## src/rtl/divider_pkg.sv

```systemverilog
`default_nettype none
`timescale 1ns/1ps
// ============================================================================
// Module   : divider_pkg
// Brief    : Shared constants for the programmable clock divider.
// Revision : 1.0 - initial release
// ============================================================================
package divider_pkg;

    localparam int DIV_MIN  = 2;

    localparam int DUTY_50  = 0;
    localparam int DUTY_POS = 1;

    localparam logic [0:0] ST_IDLE = 1'b0;
    localparam logic [0:0] ST_RUN  = 1'b1;

endpackage
`default_nettype wire

```

## src/rtl/divider_prog_if.sv

```systemverilog
`default_nettype none
`timescale 1ns/1ps
// ============================================================================
// Module   : divider_prog_if
// Brief    : Control, configuration handshake and output bundle of the divider.
// Revision : 1.0 - initial release
// ============================================================================
interface divider_prog_if #(
    parameter int DIV_W = 8
);
    logic             en;
    logic             cfg_valid;
    logic [DIV_W-1:0] cfg_div;
    logic             cfg_ready;
    logic             cfg_err;
    logic             clk_out;
    logic             tick;
    logic             busy;

    modport master (
        output en, cfg_valid, cfg_div,
        input  cfg_ready, cfg_err, clk_out, tick, busy
    );

    modport slave (
        input  en, cfg_valid, cfg_div,
        output cfg_ready, cfg_err, clk_out, tick, busy
    );
endinterface
`default_nettype wire

```

## src/rtl/divider_cfg.sv

```systemverilog
`default_nettype none
`timescale 1ns/1ps
// ============================================================================
// Module   : divider_cfg
// Brief    : Single-entry divisor slot with valid/ready intake and reject pulse.
// Revision : 1.0 - initial release
// ============================================================================
module divider_cfg
    import divider_pkg::*;
#(
    parameter int DIV_W = 8
) (
    input  wire logic             sys_clock,
    input  wire logic             sys_rst,
    input  wire logic             cfg_valid,
    input  wire logic [DIV_W-1:0] cfg_div,
    output logic                  cfg_ready,
    output logic                  cfg_err,
    input  wire logic             apply,
    output logic                  pend_valid,
    output logic [DIV_W-1:0]      pend_div
);
    logic             r_pend_valid;
    logic [DIV_W-1:0] r_pend_div;
    logic             r_err;
    logic             w_xfer;
    logic             w_legal;

    assign w_xfer  = cfg_valid & ~r_pend_valid;
    assign w_legal = (cfg_div >= DIV_W'(DIV_MIN));

    // apply and a new transfer are mutually exclusive: apply needs a full slot
    always_ff @(posedge sys_clock or posedge sys_rst) begin
        if (sys_rst) begin
            r_pend_valid <= 1'b0;
            r_pend_div   <= '0;
            r_err        <= 1'b0;
        end else begin
            r_err <= w_xfer & ~w_legal;
            if (w_xfer && w_legal) begin
                r_pend_valid <= 1'b1;
                r_pend_div   <= cfg_div;
            end else if (apply) begin
                r_pend_valid <= 1'b0;
            end
        end
    end

    assign cfg_ready  = ~r_pend_valid;
    assign cfg_err    = r_err;
    assign pend_valid = r_pend_valid;
    assign pend_div   = r_pend_div;

endmodule
`default_nettype wire

```

## src/rtl/divider_prog.sv

```systemverilog
`default_nettype none
`timescale 1ns/1ps
// ============================================================================
// Module   : divider_prog
// Brief    : Runtime-programmable integer clock divider, 50 % or posedge duty.
// Revision : 1.0 - initial release
// ============================================================================
module divider_prog
    import divider_pkg::*;
#(
    parameter int DIV_W     = 8,
    parameter int DIV_INIT  = 5,
    parameter int DUTY_MODE = DUTY_50
) (
    input  wire logic     sys_clock,
    input  wire logic     sys_rst,
    divider_prog_if.slave bus
);
    logic [0:0]       r_state;
    logic [0:0]       w_state_nxt;
    logic             r_stop;
    logic [DIV_W-1:0] r_cnt;
    logic [DIV_W-1:0] w_cnt_nxt;
    logic [DIV_W-1:0] r_div;
    logic [DIV_W-1:0] w_div_nxt;
    logic [DIV_W-1:0] w_half_nxt;
    logic             r_p;
    logic             w_p_nxt;
    logic             w_wrap;
    logic             w_apply;
    logic             w_pend_valid;
    logic [DIV_W-1:0] w_pend_div;
    logic             w_cfg_ready;
    logic             w_cfg_err;
    logic             w_busy;
    logic             w_tick;
    logic             w_clk;

    divider_cfg #(.DIV_W(DIV_W)) u_cfg (
        .sys_clock  (sys_clock),
        .sys_rst    (sys_rst),
        .cfg_valid  (bus.cfg_valid),
        .cfg_div    (bus.cfg_div),
        .cfg_ready  (w_cfg_ready),
        .cfg_err    (w_cfg_err),
        .apply      (w_apply),
        .pend_valid (w_pend_valid),
        .pend_div   (w_pend_div)
    );

    always_ff @(posedge sys_clock or posedge sys_rst) begin
        if (sys_rst) r_state <= ST_IDLE;
        else         r_state <= w_state_nxt;
    end

    // A stop request only takes effect at the wrap so the last period is whole
    always_comb begin
        w_state_nxt = r_state;
        case (r_state)
            ST_IDLE: if (bus.en) w_state_nxt = ST_RUN;
            ST_RUN:  if (w_wrap && (r_stop || !bus.en)) w_state_nxt = ST_IDLE;
            default: w_state_nxt = ST_IDLE;
        endcase
    end

    always_comb begin
        w_busy = 1'b0;
        w_tick = 1'b0;
        if (r_state == ST_RUN) begin
            w_busy = 1'b1;
            w_tick = (r_cnt == '0);
        end
    end

    assign w_wrap     = (r_state == ST_RUN) && (r_cnt == (r_div - DIV_W'(1)));
    assign w_apply    = w_pend_valid && ((r_state == ST_IDLE) || w_wrap);
    assign w_div_nxt  = w_apply ? w_pend_div : r_div;
    assign w_cnt_nxt  = ((r_state == ST_RUN) && (w_state_nxt == ST_RUN) && !w_wrap)
                        ? (r_cnt + DIV_W'(1)) : '0;
    // ceil(N/2); phase is evaluated against the divisor of the coming cycle
    assign w_half_nxt = DIV_W'(w_div_nxt[DIV_W-1:1]) + DIV_W'(w_div_nxt[0]);
    assign w_p_nxt    = (w_state_nxt == ST_RUN) && (w_cnt_nxt < w_half_nxt);

    always_ff @(posedge sys_clock or posedge sys_rst) begin
        if (sys_rst) begin
            r_cnt  <= '0;
            r_div  <= DIV_W'(DIV_INIT);
            r_p    <= 1'b0;
            r_stop <= 1'b0;
        end else begin
            r_cnt  <= w_cnt_nxt;
            r_div  <= w_div_nxt;
            r_p    <= w_p_nxt;
            r_stop <= (r_state == ST_RUN) && (w_state_nxt == ST_RUN) && (r_stop || !bus.en);
        end
    end

    if (DUTY_MODE == DUTY_POS) begin : g_dutypos
        assign w_clk = r_p;
    end else begin : g_duty50
        logic r_n;

        // Half-cycle delayed copy trims odd-N high time to exactly N/2
        always_ff @(negedge sys_clock or posedge sys_rst) begin
            if (sys_rst) r_n <= 1'b0;
            else         r_n <= r_p;
        end

        assign w_clk = r_div[0] ? (r_p & r_n) : r_p;
    end

    assign bus.clk_out   = w_clk;
    assign bus.tick      = w_tick;
    assign bus.busy      = w_busy;
    assign bus.cfg_ready = w_cfg_ready;
    assign bus.cfg_err   = w_cfg_err;

endmodule
`default_nettype wire

```

## src/flat_wrapper.sv

```systemverilog
// flat-port wrapper written by rule: the top's interface ports become plain ports
module divider_prog_flat import divider_pkg::*;
#(
    parameter int DIV_W     = 8,
    parameter int DIV_INIT  = 5,
    parameter int DUTY_MODE = DUTY_50
)
  (sys_clock, sys_rst, bus_en, bus_cfg_valid, bus_cfg_div, bus_cfg_ready, bus_cfg_err, bus_clk_out, bus_tick, bus_busy);
  divider_prog_if #(.DIV_W(DIV_W)) bus_i ();
  input  wire logic sys_clock;
  input  wire logic sys_rst;
  input wire logic [$bits(bus_i.en)-1:0] bus_en;
  input wire logic [$bits(bus_i.cfg_valid)-1:0] bus_cfg_valid;
  input wire logic [$bits(bus_i.cfg_div)-1:0] bus_cfg_div;
  output wire logic [$bits(bus_i.cfg_ready)-1:0] bus_cfg_ready;
  output wire logic [$bits(bus_i.cfg_err)-1:0] bus_cfg_err;
  output wire logic [$bits(bus_i.clk_out)-1:0] bus_clk_out;
  output wire logic [$bits(bus_i.tick)-1:0] bus_tick;
  output wire logic [$bits(bus_i.busy)-1:0] bus_busy;
  assign bus_i.en = bus_en;
  assign bus_i.cfg_valid = bus_cfg_valid;
  assign bus_i.cfg_div = bus_cfg_div;
  assign bus_cfg_ready = bus_i.cfg_ready;
  assign bus_cfg_err = bus_i.cfg_err;
  assign bus_clk_out = bus_i.clk_out;
  assign bus_tick = bus_i.tick;
  assign bus_busy = bus_i.busy;
  divider_prog #(.DIV_W(DIV_W), .DIV_INIT(DIV_INIT), .DUTY_MODE(DUTY_MODE)) u_core (.sys_clock(sys_clock), .sys_rst(sys_rst), .bus(bus_i));
endmodule
```

## config.mk

```make
export PLATFORM = sky130hd
export DESIGN_NAME = divider_prog_flat
export DESIGN_NICKNAME = d
export VERILOG_FILES = /design/src/rtl/divider_pkg.sv /design/src/rtl/divider_prog_if.sv /design/src/rtl/divider_cfg.sv /design/src/rtl/divider_prog.sv /design/src/flat_wrapper.sv
export SDC_FILE = /design/constraint.sdc
export NUM_CORES = 1
export LEC_CHECK = 0
export CAP_MARGIN = 20
export CORE_MARGIN = 2
export CORE_UTILIZATION = 30
export CTS_CLUSTER_SIZE = 16
export DETAILED_ROUTE_END_ITERATION = 8
export SKIP_CTS_REPAIR_TIMING = 1
export SYNTH_ARGS = -nofsm -noshare
export SYNTH_HDL_FRONTEND = slang
export SYNTH_SLANG_ARGS = --single-unit
export TNS_END_PERCENT = 5
```

## constraint.sdc

```tcl
create_clock -name sys_clock -period 5.3 [get_ports sys_clock]
set_input_delay 1.06 -clock sys_clock [delete_from_list [all_inputs] [get_ports sys_clock]]
set_output_delay 1.06 -clock sys_clock [all_outputs]
set_load 0.005 [all_outputs]
```

# After elaboration in Yosys (flattened, before gate mapping)
# Index checks and enable logic that the tools add are counted.
totals:
  word_cells: 45
  output_inout_bits: 5
  regBits: 30
op_classes:
  n_eq_ne: 1
  bitwise: 6
  muxes: 10
  n_reduce_logical: 14
  order_cmp: 2
  n_addsub: 3
ops:
  columns: ["operator", "n"]
  rows:
  - ["8-bit 2-to-1 mux", 2]
  - ["7-bit by 1-bit adder with 8-bit output", 1]
  - ["8-bit by 1-bit adder with 8-bit output (second input constant)", 1]
  - ["8-bit == test", 1]
  - ["8-bit by 2-bit >= comparator with 1-bit output (second input constant)", 1]
  - ["1-bit logical AND", 8]
  - ["8-bit zero test", 1]
  - ["8-bit < comparator", 1]
  - ["8-bit by 1-bit subtractor with 8-bit output (second input constant)", 1]
  - ["1-bit 2-to-1 mux", 7]
  - ["1-bit bitwise AND", 3]
  - ["1-bit NOT", 3]
  - ["1-bit zero test", 2]
  - ["1-bit logical OR", 2]
  - ["1-bit one-hot mux with 2 select lines", 1]
  - ["2-bit nonzero test", 1]

# Longest topological paths before layout
# Gate-level depths: netlist (run 1).
logic_depth:
  ltp_word: 11
  ltp_mapped: 26
  ltp_nobuf: 22

# Modules after synthesis
# A second synthesis (run 1) with hierarchy kept.
unflattened:
  cells_unflattened: 185
  hier_area_um2: 1934.4
modules_own_cells:
  columns: ["module", "area_each_um2", "seq_area_each_um2", "instances", "cells_each"]
  rows:
  - ["divider_prog", 1521.5, 503.0, 1, 158]
  - ["divider_cfg", 412.9, 250.2, 1, 27]

==> results.yml, run 1 <==
yosys:
  ys_seq_area_share_pct: 38.0
  synth.distinct_cells: 39
  syn_area_per_cell_sq_um: 10.2
  async_flop_share_pct: 100
  synth_edf_count: 0
  ys.flop_type: "dfrtp_1"
  syn-num-nets: 219
  synth_cells: 195
  syn-cell-area_sq_um: 1980
  synth_warnings: 0
  ys_seq_elements: 30
routing:
  via_per_inst: 4.85
  first_pass_iters: 4
  wl_per_cell_microns: 13.9
  ant_nets: 0
  drt_iter0_markers: 101
  drc: 0
  num_vias: 1397
  wirelength_microns: 3990
critical_path:
  regToRegSetupSlack_ns: 0.73
  crit_start: "u_core.g_duty50.r_n"
  r2r-start: "u_core.r_div[0]"
  endpoint_kind: "output port"
  cp_max_fo: 1
  cp-start-kind: "flip-flop"
  cp.arrival_ns: 3.91
  cp.required_ns: 4.24
  critPathKind: "flip-flop to output port"
  crit_chain: "o21a_1, clkdlybuf4s50_1"
  cp_slowest_cell: "clkdlybuf4s50_1"
  crit_path_max_incr_delay_ns: 0.49
status:
  status: "finished clean"
final_layout:
  areaGrowthSynthToFinish_pct: 13.2
  seqCellArea_sq_um: 753
  layout.core_utilization_pct: 35.2
  final_area_sq_um: 2250
  fillers: 652
  fin_cells: 288
  drive_gt1_share_pct: 16.6
  multi_input_area_sq_um: 1080
  nNetsFinal: 234
  antennaDiodeCount: 0
die:
  die_h_microns: 85.3
  dieArea_sq_um: 7280
  coreArea_sq_um: 6390
  die_width_microns: 85.3
  io_pins: 17
  start_util_pct: 31.1
  row_count: 29
power_and_ir_drop:
  swShare_pct: 20.8
  leakagePower_nw: 1.01
  power.switching_uw: 89.8
  ir_drop_mv: 0.131
  power_frac_seq_pct: 53.1
  cellPowerDensity_nw_per_um2: 192
  clkPwrFrac_pct: 43.6
  p_comb_share_pct: 3.3
  internal-power_uw: 341
cts:
  cts_tree: "done"
  cts_htree_levels: 2
  numCtsBuffers: 5
  cts_buffer_depth: 2
  cts.clk_slew.worst_paths_ns: 0.06
  ctsRootBufferMaster: "clkbuf_8"
  clk_latency_ns: 0.29
  clkSinkCount: 30
sta:
  finalMaxSlewViolations: 0
  whs_ns: 0.525
  worst_pin_slew_ns: 0.654
  slew_headroom_pct: 56.2
  setup_viol: 0
  skew_ns: 0.00880
  hold_violations: 0
  rsz0062_at_grt: "false"
  tns_ns: 0
min_path:
  min_from: "u_core.r_stop"
  min-delay-path-class: "flip-flop to flip-flop"
grt:
  antenna_found_initial: 0
  grt_pass1_vias: 1371
  track_usage_pct: 11.7
  grt_pass1_wl_microns: 6720
  grt_max_degree: 30
  overflow: 0
placement:
  postPlaceCellArea_sq_um: 2150
  dpl.hpwl_microns: 3070
  portBuffers: 16
  gp_congestion: 0.782
  dpl.cell_count: 280
flow_run:
  drv_cap: 0
==> metrics by stage <==
step | setup WS, ns | power, mW
floorplan | 0.977 | 0.237
global placement | 0.631 | 0.248
detailed placement | 0.631 | 0.248
CTS | 0.317 | 0.439
global route | 0.261 | 0.451
finish | 0.333 | 0.431
==> cells in the final DEF, fill, tap and decap left out, types with 3 or more instances in the layout <==
| master | count |
|---|---|
| clkbuf_8 | 6 |
| nand2_1 | 14 |
| nor3_1 | 4 |
| dfrtp_1 | 27 |
| nand3_1 | 13 |
| xor2_1 | 12 |
| clkdlybuf4s50_1 | 16 |
| a21oi_1 | 7 |
| mux2_4 | 3 |
| buf_4 | 3 |
| xnor2_1 | 11 |
| mux2_2 | 14 |
| inv_1 | 10 |
| ha_1 | 12 |
| and3_1 | 5 |
| nor2_1 | 17 |
| o21ai_0 | 6 |
==> layer usage <==
metal / track usage [%] / up-vias / share of wire [%]
met5: 0 / - / 0
met4: 2.60 / 0 / 0.95
li1: - / 710 / -
met3: 2.63 / 4 / 2.6
met1: 15.2 / 665 / 47
met2: 19.7 / 18 / 49
==> final cells by class <==
| type | instances | share of cell area (%) |
|---|---|---|
| repair buffers | 19 | 8.13 |
| flip-flops and latches | 30 | 33.5 |
| inverters | 10 | 1.67 |
| multi-input cells | 144 | 48.3 |
| clock inverters | 1 | 0.223 |
| well taps | 77 | 4.29 |
| clock buffers | 7 | 3.84 |
==> sequential cells by signal, indices dropped and copies added, names as in the netlist <==
signal / count
u_core.r_stop: 1
u_core.u_cfg.cfg_err: 1
u_core.u_cfg.pend_valid: 1
u_core.r_state: 1
u_core.u_cfg.pend_div: 8
u_core.r_div: 8
u_core.g_duty50.r_n: 1
u_core.r_p: 1
u_core.r_cnt: 8
==> critical path, delay by kind of cell (launching register included) <==
family | cells | cell delay (ns)
buffers and inverters | 1 | 0.49
DFF | 1 | 0.38
AOI/OAI and AO/OA | 1 | 0.10
==> Yosys cell counts (2+ instances only) <==
| library cell | instances | area [sq um] |
|---|---|---|
| xnor2_1 | 11 | 96.3 |
| nor3_1 | 4 | 20.0 |
| o21ai_0 | 6 | 30.0 |
| clkbuf_2 | 2 | 10.0 |
| or4_1 | 2 | 15.0 |
| nor2_1 | 17 | 63.8 |
| nor4_1 | 2 | 12.5 |
| dfstp_2 | 2 | 52.6 |
| mux2_2 | 14 | 158 |
| nand3b_1 | 2 | 15.0 |
| nand2_1 | 14 | 52.6 |
| buf_6 | 6 | 67.6 |
| nand3_1 | 13 | 65.1 |
| inv_1 | 10 | 37.5 |
| xor2_1 | 12 | 105 |
| o21a_1 | 2 | 15.0 |
| mux2_4 | 3 | 45.0 |
| ha_1 | 12 | 150 |
| dfrtp_1 | 27 | 676 |
| o22ai_1 | 2 | 12.5 |
| nand4_1 | 2 | 12.5 |
| a21oi_1 | 7 | 35.0 |
| buf_2 | 2 | 10.0 |
| and3_1 | 5 | 31.3 |
| nand2b_1 | 2 | 12.5 |
==> logic make-up (layout without fill, tap and decap cells) <==
| logic type | count (synthesis) | count (layout) | synth area share, % |
|---|---|---|---|
| adder cells (fa/ha/maj) | 12 | 12 | 7.57 |
| XOR/XNOR | 24 | 24 | 11.0 |
| flip-flops | 30 | 30 | 38.0 |
| multiplexers | 17 | 17 | 10.2 |
| AO/OA/AOI/OAI | 23 | 23 | 8.01 |
| buffers and inverters | 21 | 37 | 7.32 |
| AND/OR/NAND/NOR | 68 | 68 | 17.9 |
==> power groups by stage <==
stage | combinational [mW] | clock [mW] | sequential (mW)
3_5_place_dp | 0.0147 | 0 | 0.233
2_1_floorplan | 0.00364 | 0 | 0.233
4_1_cts | 0.0148 | 0.195 | 0.229
6_report | 0.0142 | 0.188 | 0.229
5_1_grt | 0.0159 | 0.206 | 0.229
3_3_place_gp | 0.0147 | 0 | 0.233
==> path summary, 6_finish.rpt <==
path | end | depth (start not counted)
setup / recovery | bus_clk_out | 2
max in group asynchronous | u_core.g_duty50.r_n | 2
setup reg to reg | u_core.r_p | 22
min in group asynchronous | u_core.r_state | 3
hold / removal | u_core.r_stop | 2
hold reg to reg | u_core.r_stop | 2
(Power assumes the default switching activity.)
==> run 2, diff against run 1 <==
==> constraint.sdc (replaced) <==
create_clock -name sys_clock -period 5.59 [get_ports sys_clock]
set_input_delay 1.118 -clock sys_clock [delete_from_list [all_inputs] [get_ports sys_clock]]
set_output_delay 1.118 -clock sys_clock [all_outputs]
set_load 0.005 [all_outputs]
==> results.yml, run 2 (same netlist as run 1, synthesis figures left out) <==
final_layout:
  final_common_cell: "dfrtp_1"
  antennaDiodeCount: 0
  areaGrowthSynthToFinish_pct: 14.2
  fillers: 662
  final_cell_mix: "27 x dfrtp_1, 17 x nor2_1, 16 x clkdlybuf4s50_1"
  final_area_sq_um: 2260
  nNetsFinal: 234
  drive_gt1_share_pct: 16.6
placement:
  gp_congestion: 0.860
  postPlaceCellArea_sq_um: 2150
  dpl.hpwl_microns: 3060
  portBuffers: 16
sta:
  rsz0062_at_grt: "false"
  hold_violations: 0
  skew_ns: 0.00845
  worst_pin_slew_ns: 0.703
  slew_headroom_pct: 53.0
  setup_viol: 0
  finalMaxSlewViolations: 0
  tns_ns: 0
  whs_ns: 0.510
critical_path:
  endpoint_kind: "output port"
  r2r-start: "u_core.r_div[0]"
  cp_slowest_cell: "clkdlybuf4s50_1"
  crit_path_max_incr_delay_ns: 0.49
  crit_chain: "o21a_1, clkdlybuf4s50_1"
  cp-start-kind: "flip-flop"
  cp.buffers_inverters: 1
  crit_start: "u_core.g_duty50.r_n"
  cp.required_ns: 4.47
  critPathKind: "flip-flop to output port"
  cp.arrival_ns: 4.05
  cp_max_fo: 1
  crit_family: "buffers and inverters"
cts:
  clkSinkCount: 30
  ctsRootBufferMaster: "clkbuf_8"
  cts.clk_slew.worst_paths_ns: 0.06
  cts_tree: "done"
  cts_htree_levels: 2
  clk_latency_ns: 0.28
  cts_buffer_depth: 2
  numCtsBuffers: 5
grt:
  antenna_found_initial: 0
  overflow: 0
  track_usage_pct: 11.4
  grt_max_degree: 30
  grt_pass1_wl_microns: 6640
  grt_pass1_vias: 1417
routing:
  drt_iter0_markers: 44
  num_vias: 1426
  first_pass_iters: 4
  wirelength_microns: 3890
  ant_nets: 0
  wl_per_cell_microns: 13.5
  via_per_inst: 4.95
  drc: 0
die:
  die_width_microns: 85.3
  die_h_microns: 85.3
  start_util_pct: 31.1
  row_count: 29
  coreArea_sq_um: 6390
  dieArea_sq_um: 7280
  io_pins: 17
status:
  status: "finished clean"
power_and_ir_drop:
  cellPowerDensity_nw_per_um2: 198
  leakagePower_nw: 1.01
  ir_drop_mv: 0.126
  p_total_uw: 449
min_path:
  min-delay-path-class: "flip-flop to flip-flop"
  min_from: "u_core.u_cfg.pend_div[0]"
flow_run:
  drv_cap: 0
[run 2: worst paths after layout]
check,endpoint,slack [ns],depth (start not counted)
max,bus_clk_out,0.42,2
min,u_core.u_cfg.pend_div[0],0.51,1
max reg2reg,u_core.r_p,1.02,22
min reg2reg,u_core.u_cfg.pend_div[0],0.51,1
max in group asynchronous,u_core.g_duty50.r_n,1.77,2
min in group asynchronous,u_core.r_p,1.28,3
[run 2: worst reg2reg max path, stage by stage, from the launching register on]
cell     delay [ns]
dfstp_2        0.62
inv_1          0.09
ha_1           0.30
xnor2_1        0.16
and4b_1        0.18
a41o_1         0.20
a21oi_1        0.14
o22a_1         0.28
mux2_2         0.38
ha_1           0.26
ha_1           0.27
and3_2         0.25
nand3_1        0.09
xor2_1         0.15
nand2_1        0.06
o21ai_0        0.09
ha_1           0.28
nand3_1        0.11
nor2_1         0.06
o21ai_0        0.10
a21oi_1        0.07
nor3_1         0.17
o311a_1        0.20
[run 2: final cells by class]
cell class / count / area [sq um] / share of cell area, %
inverters: 10 / 37.5 / 1.66
multi-input cells: 144 / 1080 / 47.9
flip-flops and latches: 30 / 753 / 33.3
well taps: 77 / 96.3 / 4.25
clock buffers: 6 / 72.6 / 3.20
repair buffers: 19 / 183 / 8.07
clock inverters: 2 / 37.5 / 1.66
[run 2: power by group]
part	internal, mW	total [mW]	switching [mW]
clock network	0.133	0.219	0.0859
registers	0.217	0.217	0
logic	0.00739	0.0134	0.00604
total	0.357	0.449	0.0919
[run 2: metrics by stage]
stage	setup slack (ns)	instances	utilization [%]
after detailed placement	0.718	280	33.7
after CTS	0.405	288	35.5
after floorplan	1.13	195	-
after global routing	0.355	288	35.5
after global placement	0.725	280	33.7
final	0.417	288	35.5
[run 2: layer usage]
metal  GRT usage, %  wire length [microns]
met1           14.6                   1900
met2           19.2                   1850
met3           2.43                     95
met4           3.61                     46
met5              0                      0
